[config.mk]
export PLATFORM = sky130hd
export DESIGN_NAME = salsa_stream_ctrl
export DESIGN_NICKNAME = d
export VERILOG_FILES = /design/src/rtl/salsa_pkg.sv /design/src/rtl/salsa_ks_buf.sv /design/src/rtl/salsa_stream_ctrl.sv
export SDC_FILE = /design/constraint.sdc
export NUM_CORES = 1
export LEC_CHECK = 0
export BUFFER_PORTS_ARGS = -buffer_cell sky130_fd_sc_hd__buf_2
export CORE_MARGIN = 5
export CORE_UTILIZATION = 35
export CTS_CLUSTER_DIAMETER = 50
export DETAILED_ROUTE_END_ITERATION = 10
export GPL_ROUTABILITY_DRIVEN = 0
export PLACE_DENSITY_LB_ADDON = 0.3
export SETUP_SLACK_MARGIN = 0.3
export SKIP_LAST_GASP = 1
export SYNTH_ARGS = -nofsm -noshare
export SYNTH_HDL_FRONTEND = slang
export SYNTH_HIERARCHICAL = 1
export SYNTH_SLANG_ARGS = --single-unit
[constraint.sdc]
create_clock -name clk -period 8.5 [get_ports clk]
set_input_delay 1.7 -clock clk [delete_from_list [all_inputs] [get_ports clk]]
set_output_delay 1.7 -clock clk [all_outputs]
set_load 0.02 [all_outputs]
[src/rtl/salsa_pkg.sv]
// Shared types and constants for the Salsa20 stream controller and its keystream buffer.
package salsa_pkg;

  typedef enum logic [2:0] {
    IDLE    = 3'd0,
    LOAD    = 3'd1,
    WAIT    = 3'd2,
    CAPTURE = 3'd3,
    DRAIN   = 3'd4
  } state_t;

  localparam int BLOCK_BYTES = 64;
  localparam int LOAD_WORDS  = 12;
  localparam int IDX_W       = $clog2(BLOCK_BYTES);

  localparam logic [3:0] CFG_KEY_LAST = 4'd7;
  localparam logic [3:0] CFG_NONCE0   = 4'd8;
  localparam logic [3:0] CFG_NONCE1   = 4'd9;
  localparam logic [3:0] CFG_CTR_LO   = 4'd10;
  localparam logic [3:0] CFG_CTR_HI   = 4'd11;

endpackage

[src/rtl/salsa_ks_buf.sv]
// 64x8 keystream block buffer: one write port fed by the core, one combinational read port
// for the drain side; clr rewinds both indices so no partial block survives a block change.
module salsa_ks_buf
  import salsa_pkg::*;
(
  input  logic             clk,
  input  logic             reset,
  input  logic             clr,
  input  logic             wr_en,
  input  logic [7:0]       wr_data,
  input  logic             rd_adv,
  output logic [7:0]       rd_data,
  output logic [IDX_W-1:0] wr_idx,
  output logic [IDX_W-1:0] rd_idx
);

  logic [7:0] mem [0:BLOCK_BYTES-1];

  always_ff @(posedge clk) begin
    if (reset || clr) begin
      wr_idx <= '0;
      rd_idx <= '0;
    end else begin
      if (wr_en) wr_idx <= wr_idx + 1'b1;
      if (rd_adv) rd_idx <= rd_idx + 1'b1;
    end
  end

  always_ff @(posedge clk) begin
    if (wr_en && !reset) mem[wr_idx] <= wr_data;
  end

  assign rd_data = mem[rd_idx];

endmodule

[src/rtl/salsa_stream_ctrl.sv]
// Salsa20 block controller: loads key/nonce/counter into the core, buffers its 64-byte output
// and drains it one byte per msg/out handshake. Define SALSA_XOR_EN to XOR msg_data into out_data.
module salsa_stream_ctrl
  import salsa_pkg::*;
#(
  parameter logic [63:0] CTR_INIT = 64'h0
) (
  input  logic        clk,
  input  logic        reset,
  input  logic        cfg_we,
  input  logic [3:0]  cfg_addr,
  input  logic [31:0] cfg_data,
  input  logic        msg_valid,
  input  logic [7:0]  msg_data,
  output logic        msg_ready,
  output logic        out_valid,
  output logic [7:0]  out_data,
  input  logic        out_ready,
  output logic        hash_start,
  output logic [31:0] hash_data_in,
  input  logic        hash_ready,
  input  logic        hash_writes,
  input  logic [7:0]  hash_data_out,
  output logic        busy
);

  state_t            state, state_nxt;
  logic [31:0]       key [0:7];
  logic [31:0]       nonce [0:1];
  logic [63:0]       ctr;
  logic [3:0]        load_cnt;
  logic [31:0]       load_word;
  logic              buf_clr, buf_wr, rd_adv, ctr_inc;
  logic [7:0]        buf_byte;
  logic [IDX_W-1:0]  wr_idx, rd_idx;

  salsa_ks_buf u_ks_buf (
    .clk     (clk),
    .reset   (reset),
    .clr     (buf_clr),
    .wr_en   (buf_wr),
    .wr_data (hash_data_out),
    .rd_adv  (rd_adv),
    .rd_data (buf_byte),
    .wr_idx  (wr_idx),
    .rd_idx  (rd_idx)
  );

  always_ff @(posedge clk) begin
    if (reset) begin
      state    <= IDLE;
      load_cnt <= '0;
    end else begin
      state    <= state_nxt;
      load_cnt <= (state == LOAD) ? load_cnt + 4'd1 : 4'd0;
    end
  end

  // Configuration is frozen while a block is in flight so a block always uses one key set.
  always_ff @(posedge clk) begin
    if (reset) begin
      for (int i = 0; i < 8; i++) key[i] <= '0;
      nonce[0] <= '0;
      nonce[1] <= '0;
      ctr      <= CTR_INIT;
    end else if (state == IDLE && cfg_we) begin
      if (cfg_addr <= CFG_KEY_LAST) key[cfg_addr[2:0]] <= cfg_data;
      else if (cfg_addr == CFG_NONCE0 || cfg_addr == CFG_NONCE1) nonce[cfg_addr[0]] <= cfg_data;
      else if (cfg_addr == CFG_CTR_LO) ctr[31:0] <= cfg_data;
      else if (cfg_addr == CFG_CTR_HI) ctr[63:32] <= cfg_data;
    end else if (ctr_inc) begin
      ctr <= ctr + 64'd1;
    end
  end

  // key[0] goes out with hash_start; load_cnt then walks the remaining eleven words.
  always_comb begin
    load_word = 32'h0;
    case (load_cnt)
      4'd7:    load_word = nonce[0];
      4'd8:    load_word = nonce[1];
      4'd9:    load_word = ctr[31:0];
      4'd10:   load_word = ctr[63:32];
      default: if (load_cnt < 4'd7) load_word = key[load_cnt[2:0] + 3'd1];
    endcase
  end

  always_comb begin
    state_nxt    = state;
    hash_start   = 1'b0;
    hash_data_in = 32'h0;
    msg_ready    = 1'b0;
    out_valid    = 1'b0;
    buf_clr      = 1'b0;
    buf_wr       = 1'b0;
    rd_adv       = 1'b0;
    ctr_inc      = 1'b0;
    if (!reset) begin
      case (state)
        IDLE: begin
          if (msg_valid && hash_ready) begin
            hash_start   = 1'b1;
            hash_data_in = key[0];
            buf_clr      = 1'b1;
            state_nxt    = LOAD;
          end
        end
        LOAD: begin
          hash_data_in = load_word;
          if (load_cnt == 4'(LOAD_WORDS - 2)) state_nxt = WAIT;
        end
        WAIT: begin
          if (hash_writes) begin
            buf_wr    = 1'b1;
            state_nxt = CAPTURE;
          end
        end
        CAPTURE: begin
          if (hash_writes) begin
            buf_wr = 1'b1;
            if (wr_idx == IDX_W'(BLOCK_BYTES - 1)) begin
              ctr_inc   = 1'b1;
              state_nxt = DRAIN;
            end
          end
        end
        DRAIN: begin
          out_valid = msg_valid;
          msg_ready = out_ready;
          if (msg_valid && out_ready) begin
            rd_adv = 1'b1;
            if (rd_idx == IDX_W'(BLOCK_BYTES - 1)) state_nxt = IDLE;
          end
        end
        default: state_nxt = IDLE;
      endcase
    end
  end

  assign busy = (state != IDLE);

`ifdef SALSA_XOR_EN
  assign out_data = msg_data ^ buf_byte;
`else
  logic unused_msg_data;
  assign unused_msg_data = ^msg_data;
  assign out_data = buf_byte;
`endif

endmodule

# After elaboration in Yosys (flattened, before gate mapping)
# Memories as Yosys holds them, arrays and structs flattened. A register that Yosys moved wholly into a read port is not among the register bits.
# Index checks and enable logic that the tools add are counted.
# totals
regBits,83
mem_bits_rw,832
in_bits,59
out_inout_bits,44
n_memories,3
# classes
add_sub_neg,5
n_lt_le_gt_ge,2
eq_ne,26
n_mux,58
bitwise,1
reduce_logical,17
# memory_table
memory,words,width,rd,rd_ports_with_merged_regs,wr,line,text
u_ks_buf.mem,64,8,1,1,1,salsa_ks_buf.sv:17,logic [7:0] mem [0:BLOCK_BYTES-1];
key,8,32,2,0,8,salsa_stream_ctrl.sv:28,logic [31:0] key [0:7];
nonce,2,32,2,0,2,salsa_stream_ctrl.sv:29,logic [31:0] nonce [0:1];
# ops
operator,count
$mux 32,8
$mux 64,4
$pmux 32 s4,1
$add 64x1->64 const B,1
$pmux 32 s2,1
$reduce_or 32->1,2
$mux 1,33
$eq 4x4->1 const B,7
$mux 3,8
$ne 2x2->1 const B,8
$pmux 3 s5,1
$add 6x1->6 const B,2
$eq 6x6->1 const B,2
$mux 6,2
$ne 2x1->1 const B,4
$reduce_and 7->1,1
$eq 3x2->1 const B,2
$reduce_and 5->1,1
$add 4x1->4 const B,1
$eq 4x3->1 const B,1
$le 4x3->1 const B,1
$logic_and 1x1->1,4
$lt 4x3->1 const B,1
$reduce_and 4->1,1
10 further kinds,12

# Logic depth before layout (Yosys ltp)
# Gate-level depths: netlist (run 1).
# logic_depth
ltp_word,9
ltp_mapped,12

# Modules after synthesis
# The synthesis (run 1) kept the hierarchy.
# by_module_without_submodules
mod,n_inst,cells_each,area_per_inst_um2
salsa_ks_buf,1,1010,20566.0
salsa_stream_ctrl,1,1738,19874.1

# Worst setup path before layout (run 1)
# OpenSTA, ideal clock, no wires.
# synth_path
path_type,input -> register
start,input port cfg_we
end,memory key[1][0] (enable)
setup_time_ps,466
t_arrival_ps,4921
required_ps,8034
path_slack_ps,3113
stages,5
n_path_buf,1
path_cell_list,or4b_1 buf_2 nor2_1 nand2_1 o21ai_0
# synth_lines
element,line,text
start: declaration,salsa_stream_ctrl.sv:10,"input logic cfg_we,"
end: declaration,salsa_stream_ctrl.sv:28,

# Final worst setup path (run 1)
# layout_path
start,input port reset
end,output port hash_data_in[27]
# layout_between
elab_chain_len,1
# layout_rtl
element,line,text
start: declaration,salsa_stream_ctrl.sv:9,"input logic reset,"
$mux 32,salsa_stream_ctrl.sv:98,if (!reset) begin
end: declaration,salsa_stream_ctrl.sv:20,"output logic [31:0] hash_data_in,"
# No other way between the ends.

==> flow_summary.html, run 1 <==
<table>
<tr><th>Metric</th><th>Value</th></tr>
<tr><th colspan="2">Status</th></tr>
<tr><td>Result of the run</td><td>finished, final reports clean</td></tr>
<tr><th colspan="2">CTS</th></tr>
<tr><td>Number of clock buffers inserted by TritonCTS</td><td>106</td></tr>
<tr><td>Buffer count from post-CTS setup fixing</td><td>0</td></tr>
<tr><td>Clock latency reported for the late side of the worst-skew pair</td><td>0.71 ns</td></tr>
<tr><td>CTS root buf</td><td>clkbuf_16</td></tr>
<tr><td>Post-cts gate resize count</td><td>0</td></tr>
<tr><td>TritonCTS clock tree</td><td>built</td></tr>
<tr><td>Hold-fix buffers, CTS</td><td>0</td></tr>
<tr><td>Bufs on Longest Clock Path</td><td>3</td></tr>
<tr><td>Max H-tree Level</td><td>3</td></tr>
<tr><td>Clock slew at the register clock pins of the worst setup and hold paths</td><td>0.06 ns</td></tr>
<tr><td>Count of clock tree sinks</td><td>921</td></tr>
<tr><th colspan="2">Power and ir drop</th></tr>
<tr><td>Switching portion of total power</td><td>0.221</td></tr>
<tr><td>Part of the power in the clock network</td><td>0.459</td></tr>
<tr><td>Combinational power share</td><td>0.032</td></tr>
<tr><td>Net switching power</td><td>2180 uW</td></tr>
<tr><td>Relative contribution of sequential cells to total power</td><td>0.509</td></tr>
<tr><td>Areal power density over the cells</td><td>215 nW/um^2</td></tr>
<tr><td>Pleak</td><td>0.0144 uW</td></tr>
<tr><td>IR Drop Worst-Case VDD</td><td>0.000175 V</td></tr>
<tr><td>Total Power</td><td>9880 uW</td></tr>
<tr><td>Internal power component</td><td>7700 uW</td></tr>
<tr><th colspan="2">Floorplanning</th></tr>
<tr><td>Vertical die dimension</td><td>350 um</td></tr>
<tr><td>Area of the die</td><td>122000 sq um</td></tr>
<tr><td>Effective utilization at floorplan</td><td>0.353</td></tr>
<tr><td>Ports placed on the boundary</td><td>103</td></tr>
<tr><td>Die Width</td><td>350 um</td></tr>
<tr><td>Floorplan row count</td><td>124</td></tr>
<tr><td>Core region area</td><td>115000 sq um</td></tr>
<tr><th colspan="2">Yosys</th></tr>
<tr><td>Post-synth net total</td><td>2814</td></tr>
<tr><td>Share of the yosys chip area belonging to registers</td><td>0.662</td></tr>
<tr><td>Count of state elements after synthesis</td><td>921</td></tr>
<tr><td>Top FF cell, synth</td><td>edfxtp_1</td></tr>
<tr><td>Cells after Synth</td><td>2748</td></tr>
<tr><td>Largest cells by area after synthesis</td><td>edfxtp_1 (62%), mux4_2 (9.8%), and2_1 (5.2%), dfxtp_1 (4.4%), mux2i_1 (2.1%)</td></tr>
<tr><td>Synth area leader</td><td>edfxtp_1</td></tr>
<tr><td>Mapped Area</td><td>40400 sq um</td></tr>
<tr><td>Count of distinct cell types in the synthesized netlist</td><td>67</td></tr>
<tr><td>Yosys synthesis warning count</td><td>6</td></tr>
<tr><td>EDFF count, synth</td><td>832</td></tr>
<tr><td>Share of the synthesized area in the top cell type</td><td>0.618</td></tr>
<tr><td>Asr flop ratio synth</td><td>0</td></tr>
<tr><td>Synthesized area divided by synthesized cell count</td><td>14.7 sq um</td></tr>
<tr><th colspan="2">Route</th></tr>
<tr><td>Number of DRC violations after detailed routing</td><td>0</td></tr>
<tr><td>Antenna viol nets, final</td><td>0</td></tr>
<tr><td>DR pass1 iterations</td><td>5</td></tr>
<tr><td>Number of DRC violations after detailed-routing iteration 0</td><td>2615</td></tr>
<tr><td>Routed via count</td><td>24400</td></tr>
<tr><td>Post-detailed-routing wire length</td><td>109000 um</td></tr>
<tr><td>Routed WL per cell</td><td>24.9 um</td></tr>
<tr><td>Ratio of routed vias to standard cells</td><td>5.58</td></tr>
<tr><th colspan="2">Global routing</th></tr>
<tr><td>Vias in the first global route</td><td>24500</td></tr>
<tr><td>First-pass GRT wire length</td><td>164000 um</td></tr>
<tr><td>Overall routing resource usage</td><td>0.177</td></tr>
<tr><td>Maximum number of pins on one net before global-route repair</td><td>72</td></tr>
<tr><td>Number of antenna violations at the first check in global routing</td><td>11</td></tr>
<tr><td>Global route overflow</td><td>0</td></tr>
<tr><th colspan="2">Timing</th></tr>
<tr><td>Setup skew after layout</td><td>0.0582 ns</td></tr>
<tr><td>Final count of pins violating max slew</td><td>0</td></tr>
<tr><td>Final setup violating endpoints</td><td>0</td></tr>
<tr><td>Shortest period the worst path allows</td><td>5.74 ns</td></tr>
<tr><td>Setup Total Neg Slack</td><td>0 ns</td></tr>
<tr><td>Max-Slew Margin vs Limit</td><td>0.223</td></tr>
<tr><td>Number of failing hold endpoints at the final stage</td><td>0</td></tr>
<tr><td>RSZ-0062 raised after global routing</td><td>no</td></tr>
<tr><td>Final period util</td><td>0.676</td></tr>
<tr><td>Worst slew pin tran</td><td>1.16 ns</td></tr>
<tr><td>Maximum frequency from static timing analysis</td><td>174 MHz</td></tr>
<tr><th colspan="2">Final layout</th></tr>
<tr><td>Share of layout cells above drive strength 1</td><td>0.188</td></tr>
<tr><td>Number of nets in the final layout</td><td>2843</td></tr>
<tr><td>Area Growth Syn to Fin</td><td>13.4%</td></tr>
<tr><th colspan="2">Critical path</th></tr>
<tr><td>Element type at the critical path start</td><td>input pin</td></tr>
<tr><td>Crit path kind</td><td>in -&gt; out</td></tr>
<tr><td>Highest net fanout along the worst path</td><td>32</td></tr>
<tr><td>CP Data Required Time</td><td>6.80 ns</td></tr>
<tr><td>Endpoint class of the critical path</td><td>output pin</td></tr>
<tr><td>Worst EP arrival</td><td>4.04 ns</td></tr>
<tr><th colspan="2">Placement</th></tr>
<tr><td>Count of input and output buffers</td><td>94</td></tr>
<tr><td>Post-DP HPWL</td><td>66700 um</td></tr>
<tr><th colspan="2">Job</th></tr>
<tr><td>Number of violations of the max-capacitance limit</td><td>0</td></tr>
<tr><th colspan="2">Hold path</th></tr>
<tr><td>Path category of the worst min-delay check</td><td>reg -&gt; reg</td></tr>
</table>
## state kept, by name, indices dropped and copies added, names as in the netlist, named ones only
name,count
u_ks_buf/mem,512
key,256
ctr,64
nonce,64
u_ks_buf/rd_idx,6
u_ks_buf/wr_idx,6
load_cnt,4
state,3
## routing by layer
metal	up-vias	share of wire	track usage
li1	10700	-	-
met5	-	0.00031	0
met4	4	0.025	0.0538
met2	1009	0.47	0.280
met1	12500	0.43	0.251
met3	167	0.076	0.0322
## per-stage QoR
step	utilization	hold WS [ns]	setup slack, ns	area (sq um)	std cells
global placement	0.370	0.503	2.79	42400	4181
CTS	0.401	0.519	2.77	45900	4372
detailed placement	0.370	0.506	2.78	42400	4181
global route	0.401	0.581	2.61	45900	4375
finish	0.401	0.518	2.76	45900	4377
floorplan	-	0.468	3.11	40400	2748
## worst max-delay path: stages
cell and delay [ns]:
buf_2 0.27, or2_1 0.36, nor3b_1 0.41, nand3b_1 0.12
buf_4 0.30, o21ai_0 0.59, buf_2 0.29
## final timing paths
kind                                                      start                               to  slack [ns]  depth (start not counted)
worst min register to register  u_ks_buf/rd_idx[5]$_SDFFE_PP0P_  u_ks_buf/rd_idx[5]$_SDFFE_PP0P_        0.52                          2
worst max-delay path                                      reset                 hash_data_in[27]        2.76                          7
worst min-delay path            u_ks_buf/rd_idx[5]$_SDFFE_PP0P_  u_ks_buf/rd_idx[5]$_SDFFE_PP0P_        0.52                          2
worst max register to register            state[1]$_SDFFE_PP0P_         key[3][31]$_SDFFCE_PN0P_        4.76                          6
## cell type report
class	instances	area, sq um
Sequential cell	921	26800
Fill cell	10600	68600
Inverter	7	26.3
Antenna cell	5	12.5
Tap cell	1512	1890
Multi-Input combinational cell	1598	12800
Timing Repair Buffer	143	863
Clock inverter	72	806
Clock buffer	119	2700
## cell usage after synthesis (10+ instances only)
cell        n
o21ai_0    92
buf_4      12
o22ai_1    30
nand3_1    48
nand2_1   100
clkbuf_1  162
o31ai_1    15
buf_2      28
o41ai_1    10
a22oi_1    86
o21ai_1    17
nand4_1    44
mux4_2    176
edfxtp_1  832
mux2_2     12
nor2b_1    10
and3_1     19
nor2_1    170
and2_1    334
nand2b_1   10
a221oi_1   12
or2_2      11
mux2i_1    84
nor4_1     23
a21oi_1   121
a211oi_1   16
dfxtp_1    89
nor3_1     31
or3_1      12
## placed cells by master (no fill, tap or decap), types with 9 or more instances in the layout
cell type | Yosys | layout
edfxtp_1 | 832 | 832
and2_1 | 334 | 332
mux4_2 | 176 | 176
nor2_1 | 170 | 162
a21oi_1 | 121 | 121
clkbuf_16 | 0 | 106
nand2_1 | 100 | 100
buf_2 | 28 | 94
o21ai_0 | 92 | 88
a22oi_1 | 86 | 86
dfxtp_1 | 89 | 85
mux2i_1 | 84 | 84
nand3_1 | 48 | 48
buf_4 | 12 | 47
nand4_1 | 44 | 44
o22ai_1 | 30 | 30
nor3_1 | 31 | 28
nor4_1 | 23 | 20
and3_1 | 19 | 19
clkinv_2 | 0 | 19
o21ai_1 | 17 | 17
a211oi_1 | 16 | 16
o31ai_1 | 15 | 15
clkinv_1 | 0 | 14
clkbuf_1 | 162 | 13
clkinvlp_4 | 0 | 13
or3_1 | 12 | 12
mux2_2 | 12 | 12
a221oi_1 | 12 | 12
or2_2 | 11 | 11
nor2b_1 | 10 | 10
nand2b_1 | 10 | 10
bufinv_16 | 0 | 10
nand3b_1 | 9 | 9
a21o_1 | 9 | 9
a31oi_1 | 9 | 9
o41ai_1 | 10 | 9
## power groups by stage
stage / clock network, uW / logic, uW / registers (uW)
floorplan: 0 / 168 / 5110
global placement: 0 / 311 / 5120
detailed placement: 0 / 315 / 5120
CTS: 4630 / 315 / 5030
global route: 4820 / 336 / 5030
finish: 4540 / 314 / 5030
## cells by family after synthesis
family,share of synthesized area
adder cells (fa/ha/maj),0.00217
flip-flops,0.662
AO/OA/AOI/OAI,0.0710
multiplexers,0.123
buffers and inverters,0.0250
XOR/XNOR,0.00217
AND/OR/NAND/NOR,0.115
Note: power is estimated with default switching activity, not from simulation.
==> run 2: changes to the inputs <==
==> constraint.sdc (replaced) <==
create_clock -name clk -period 5.62 [get_ports clk]
set_input_delay 1.124 -clock clk [delete_from_list [all_inputs] [get_ports clk]]
set_output_delay 1.124 -clock clk [all_outputs]
set_load 0.02 [all_outputs]
==> flow_summary.html, run 2 (synthesis results as in run 1) <==
<table>
<tr><th>Metric</th><th>Value</th></tr>
<tr><th colspan="2">Status</th></tr>
<tr><td>Result of the run</td><td>finished, final reports clean (unchanged)</td></tr>
<tr><th colspan="2">Critical path</th></tr>
<tr><td>Cell with the largest stage delay on the worst path</td><td>dfxtp_4 (was o21ai_0)</td></tr>
<tr><td>Slowest Stage Delay on Critical Path</td><td>0.88 ns (was 0.59 ns)</td></tr>
<tr><td>Element type at the critical path start</td><td>flip-flop (was input pin)</td></tr>
<tr><td>Worst EP arrival</td><td>3.60 ns (was 4.04 ns)</td></tr>
<tr><td>Highest net fanout along the worst path</td><td>38 (was 32)</td></tr>
<tr><td>Worst reg2reg path depth</td><td>5 (was 6)</td></tr>
<tr><td>Crit path kind</td><td>reg -&gt; out (was in -&gt; out)</td></tr>
<tr><td>CP Data Required Time</td><td>4.50 ns (was 6.80 ns)</td></tr>
<tr><td>Slack of the worst reg-to-reg path</td><td>1.82 ns (was 4.76 ns)</td></tr>
<tr><td>Endpoint class of the critical path</td><td>output pin (unchanged)</td></tr>
<tr><td>RR Startpoint</td><td>state[0]$_SDFFE_PP0P_ (was state[1]$_SDFFE_PP0P_)</td></tr>
<tr><td>Worst path cell trace</td><td>buf_12, mux4_2, o22ai_1, a211oi_1, o21ai_1, o41ai_1, buf_2 (was buf_2, or2_1, nor3b_1, nand3b_1, buf_4, o21ai_0, buf_2)</td></tr>
<tr><td>Endpoint of the worst-slack reg-to-reg timing path</td><td>key[0][8]$_SDFFCE_PN0P_ (was key[3][31]$_SDFFCE_PN0P_)</td></tr>
<tr><th colspan="2">Timing</th></tr>
<tr><td>Final setup violating endpoints</td><td>0 (unchanged)</td></tr>
<tr><td>RSZ-0062 raised after global routing</td><td>no (unchanged)</td></tr>
<tr><td>Max-Slew Margin vs Limit</td><td>0.175 (was 0.223)</td></tr>
<tr><td>Setup Total Neg Slack</td><td>0 ns (unchanged)</td></tr>
<tr><td>Final period util</td><td>0.841</td></tr>
<tr><td>Post-route worst hold slack</td><td>0.547 ns (was 0.518 ns)</td></tr>
<tr><td>Maximum frequency from static timing analysis</td><td>212 MHz</td></tr>
<tr><td>Setup skew after layout</td><td>0.103 ns (was 0.0582 ns)</td></tr>
<tr><td>Final count of pins violating max slew</td><td>0 (unchanged)</td></tr>
<tr><td>Number of failing hold endpoints at the final stage</td><td>0 (unchanged)</td></tr>
<tr><td>Shortest period the worst path allows</td><td>4.73 ns</td></tr>
<tr><td>Worst slew pin tran</td><td>1.24 ns (was 1.16 ns)</td></tr>
<tr><td>Crit path setup slack, layout</td><td>0.893 ns (was 2.76 ns)</td></tr>
<tr><th colspan="2">Floorplanning</th></tr>
<tr><td>Floorplan row count</td><td>124 (unchanged)</td></tr>
<tr><td>Die Width</td><td>350 um (unchanged)</td></tr>
<tr><td>Area of the die</td><td>122000 sq um (unchanged)</td></tr>
<tr><td>Ports placed on the boundary</td><td>103 (unchanged)</td></tr>
<tr><td>Effective utilization at floorplan</td><td>0.353 (unchanged)</td></tr>
<tr><td>Core region area</td><td>115000 sq um (unchanged)</td></tr>
<tr><td>Vertical die dimension</td><td>350 um (unchanged)</td></tr>
<tr><th colspan="2">CTS</th></tr>
<tr><td>Post-cts gate resize count</td><td>0 (unchanged)</td></tr>
<tr><td>CTS root buf</td><td>clkbuf_16 (unchanged)</td></tr>
<tr><td>TritonCTS clock tree</td><td>built (unchanged)</td></tr>
<tr><td>Buffer count from post-CTS setup fixing</td><td>0 (unchanged)</td></tr>
<tr><td>Hold-fix buffers, CTS</td><td>0 (unchanged)</td></tr>
<tr><td>Clock slew at the register clock pins of the worst setup and hold paths</td><td>0.06 ns (about the same)</td></tr>
<tr><td>Count of clock tree sinks</td><td>921 (unchanged)</td></tr>
<tr><td>Max H-tree Level</td><td>3 (unchanged)</td></tr>
<tr><td>Clock latency reported for the late side of the worst-skew pair</td><td>0.73 ns (was 0.71 ns)</td></tr>
<tr><td>Bufs on Longest Clock Path</td><td>3 (unchanged)</td></tr>
<tr><td>Number of clock buffers inserted by TritonCTS</td><td>104 (was 106)</td></tr>
<tr><th colspan="2">Global routing</th></tr>
<tr><td>Global route overflow</td><td>0 (unchanged)</td></tr>
<tr><td>Maximum number of pins on one net before global-route repair</td><td>92 (was 72)</td></tr>
<tr><td>First-pass GRT wire length</td><td>162000 um (was 164000 um)</td></tr>
<tr><td>Overall routing resource usage</td><td>0.175 (was 0.177)</td></tr>
<tr><td>Number of antenna violations at the first check in global routing</td><td>18 (was 11)</td></tr>
<tr><td>Vias in the first global route</td><td>24400 (was 24500)</td></tr>
<tr><th colspan="2">Route</th></tr>
<tr><td>Routed WL per cell</td><td>24.7 um (was 24.9 um)</td></tr>
<tr><td>Antenna viol nets, final</td><td>0 (unchanged)</td></tr>
<tr><td>Post-detailed-routing wire length</td><td>109000 um (about the same)</td></tr>
<tr><td>Routed via count</td><td>24200 (was 24400)</td></tr>
<tr><td>Number of DRC violations after detailed routing</td><td>0 (unchanged)</td></tr>
<tr><td>Number of DRC violations after detailed-routing iteration 0</td><td>2251 (was 2615)</td></tr>
<tr><td>Ratio of routed vias to standard cells</td><td>5.51 (was 5.58)</td></tr>
<tr><td>DR pass1 iterations</td><td>5 (unchanged)</td></tr>
<tr><th colspan="2">Job</th></tr>
<tr><td>Number of violations of the max-capacitance limit</td><td>0 (unchanged)</td></tr>
<tr><th colspan="2">Final layout</th></tr>
<tr><td>Most common cell after layout, fill and taps aside</td><td>edfxtp_1 (unchanged)</td></tr>
<tr><td>Number of nets in the final layout</td><td>2847 (was 2843)</td></tr>
<tr><td>Share of layout cells above drive strength 1</td><td>0.191 (was 0.188)</td></tr>
<tr><td>Register with the most flip-flops</td><td>u_ks_buf/mem (unchanged)</td></tr>
<tr><td>Top Registers</td><td>u_ks_buf/mem x512, key x256 (unchanged)</td></tr>
<tr><td>Most frequent cells in the layout</td><td>edfxtp_1 (832), and2_1 (333), mux4_2 (176) (was edfxtp_1 (832), and2_1 (332), mux4_2 (176))</td></tr>
<tr><td>Area Growth Syn to Fin</td><td>13.9% (was 13.4%)</td></tr>
<tr><td>Multi-input gate area in the final layout</td><td>12800 sq um (about the same)</td></tr>
<tr><td>Fill cell instance count of the final layout</td><td>10600 (about the same)</td></tr>
<tr><td>Sequential standard cell area</td><td>26800 sq um (unchanged)</td></tr>
<tr><td>Largest register FFs</td><td>512 (unchanged)</td></tr>
<tr><th colspan="2">Power and ir drop</th></tr>
<tr><td>IR Drop Worst-Case VDD</td><td>0.000305 V (was 0.000175 V)</td></tr>
<tr><td>Part of the power in the clock network</td><td>0.462 (was 0.459)</td></tr>
<tr><td>Combinational power share</td><td>0.032 (about the same)</td></tr>
<tr><td>Net switching power</td><td>3270 uW (was 2180 uW)</td></tr>
<tr><td>Total Power</td><td>15000 uW (was 9880 uW)</td></tr>
<tr><td>Pleak</td><td>0.0145 uW (was 0.0144 uW)</td></tr>
<tr><td>Relative contribution of sequential cells to total power</td><td>0.506 (was 0.509)</td></tr>
<tr><td>Internal power component</td><td>11700 uW (was 7700 uW)</td></tr>
<tr><td>Areal power density over the cells</td><td>326 nW/um^2 (was 215 nW/um^2)</td></tr>
<tr><td>Switching portion of total power</td><td>0.218 (was 0.221)</td></tr>
<tr><th colspan="2">Hold path</th></tr>
<tr><td>Launch point of the worst hold path</td><td>u_ks_buf/rd_idx[5]$_SDFFE_PP0P_ (unchanged)</td></tr>
<tr><td>Path category of the worst min-delay check</td><td>reg -&gt; reg (unchanged)</td></tr>
<tr><td>Hold Path Cell Cnt</td><td>2 (unchanged)</td></tr>
<tr><td>Hold EP</td><td>u_ks_buf/rd_idx[5]$_SDFFE_PP0P_ (unchanged)</td></tr>
<tr><th colspan="2">Placement</th></tr>
<tr><td>Setup Slack @ Placement</td><td>0.991 ns (was 2.78 ns)</td></tr>
<tr><td>Count of input and output buffers</td><td>94 (unchanged)</td></tr>
<tr><td>Post-DP HPWL</td><td>68200 um (was 66700 um)</td></tr>
</table>
[run 2: worst max path at each step]
stage	to	from	cells after the start	slack, ns
finish	out_data[4]	flip-flop	7	0.89
global route	hash_data_in[10]	load_cnt[0]$_SDFF_PP0_	10	0.67
CTS	hash_data_in[10]	load_cnt[0]$_SDFF_PP0_	10	0.77
detailed placement	key[0][23]$_SDFFCE_PN0P_	cfg_we	6	0.99
global placement	key[0][23]$_SDFFCE_PN0P_	cfg_we	6	1.02
floorplan	key[1][0]$_SDFFCE_PN0P_	cfg_we	5	0.81
[run 2: cell type report]
| class | instances | share of cell area |
|---|---|---|
| Clock buffer | 128 | 0.0600 |
| Multi-Input combinational cell | 1598 | 0.278 |
| Inverter | 7 | 0.000571 |
| Clock inverter | 68 | 0.0176 |
| Antenna cell | 8 | 0.000435 |
| Sequential cell | 921 | 0.582 |
| Tap cell | 1512 | 0.0411 |
| Timing Repair Buffer | 149 | 0.0211 |
[run 2: per-layer routing]
| layer | track usage | up-vias | routed length (um) |
|---|---|---|---|
| met1 | 0.238 | 12300 | 46000 |
| met2 | 0.279 | 942 | 50900 |
| li1 | - | 10700 | - |
| met3 | 0.0420 | 185 | 8390 |
| met5 | 0 | - | 55 |
| met4 | 0.0577 | 10 | 3230 |
[run 2: power groups by stage]
stage	logic [uW]	registers [uW]	clock network (uW)
after floorplan	254	7720	0
after global placement	470	7740	0
after detailed placement	475	7740	0
after CTS	477	7600	7070
after global routing	511	7610	7370
final	475	7600	6940
[run 2: worst max-delay path, delay by kind of cell (launching register included)]
| kind | cells | cell delay (ns) |
|---|---|---|
| AOI/OAI and AO/OA | 4 | 0.91 |
| buffers and inverters | 2 | 0.52 |
| DFF | 1 | 0.88 |
| muxes | 1 | 0.55 |
[run 2: metrics by stage]
step           instance area, sq um  utilization  instances
2_1_floorplan                 40400            -       2748
3_3_place_gp                  42500        0.371       4187
3_5_place_dp                  42500        0.371       4187
4_1_cts                       46000        0.402       4383
5_1_grt                       46000        0.402       4388
6_report                      46100        0.402       4391
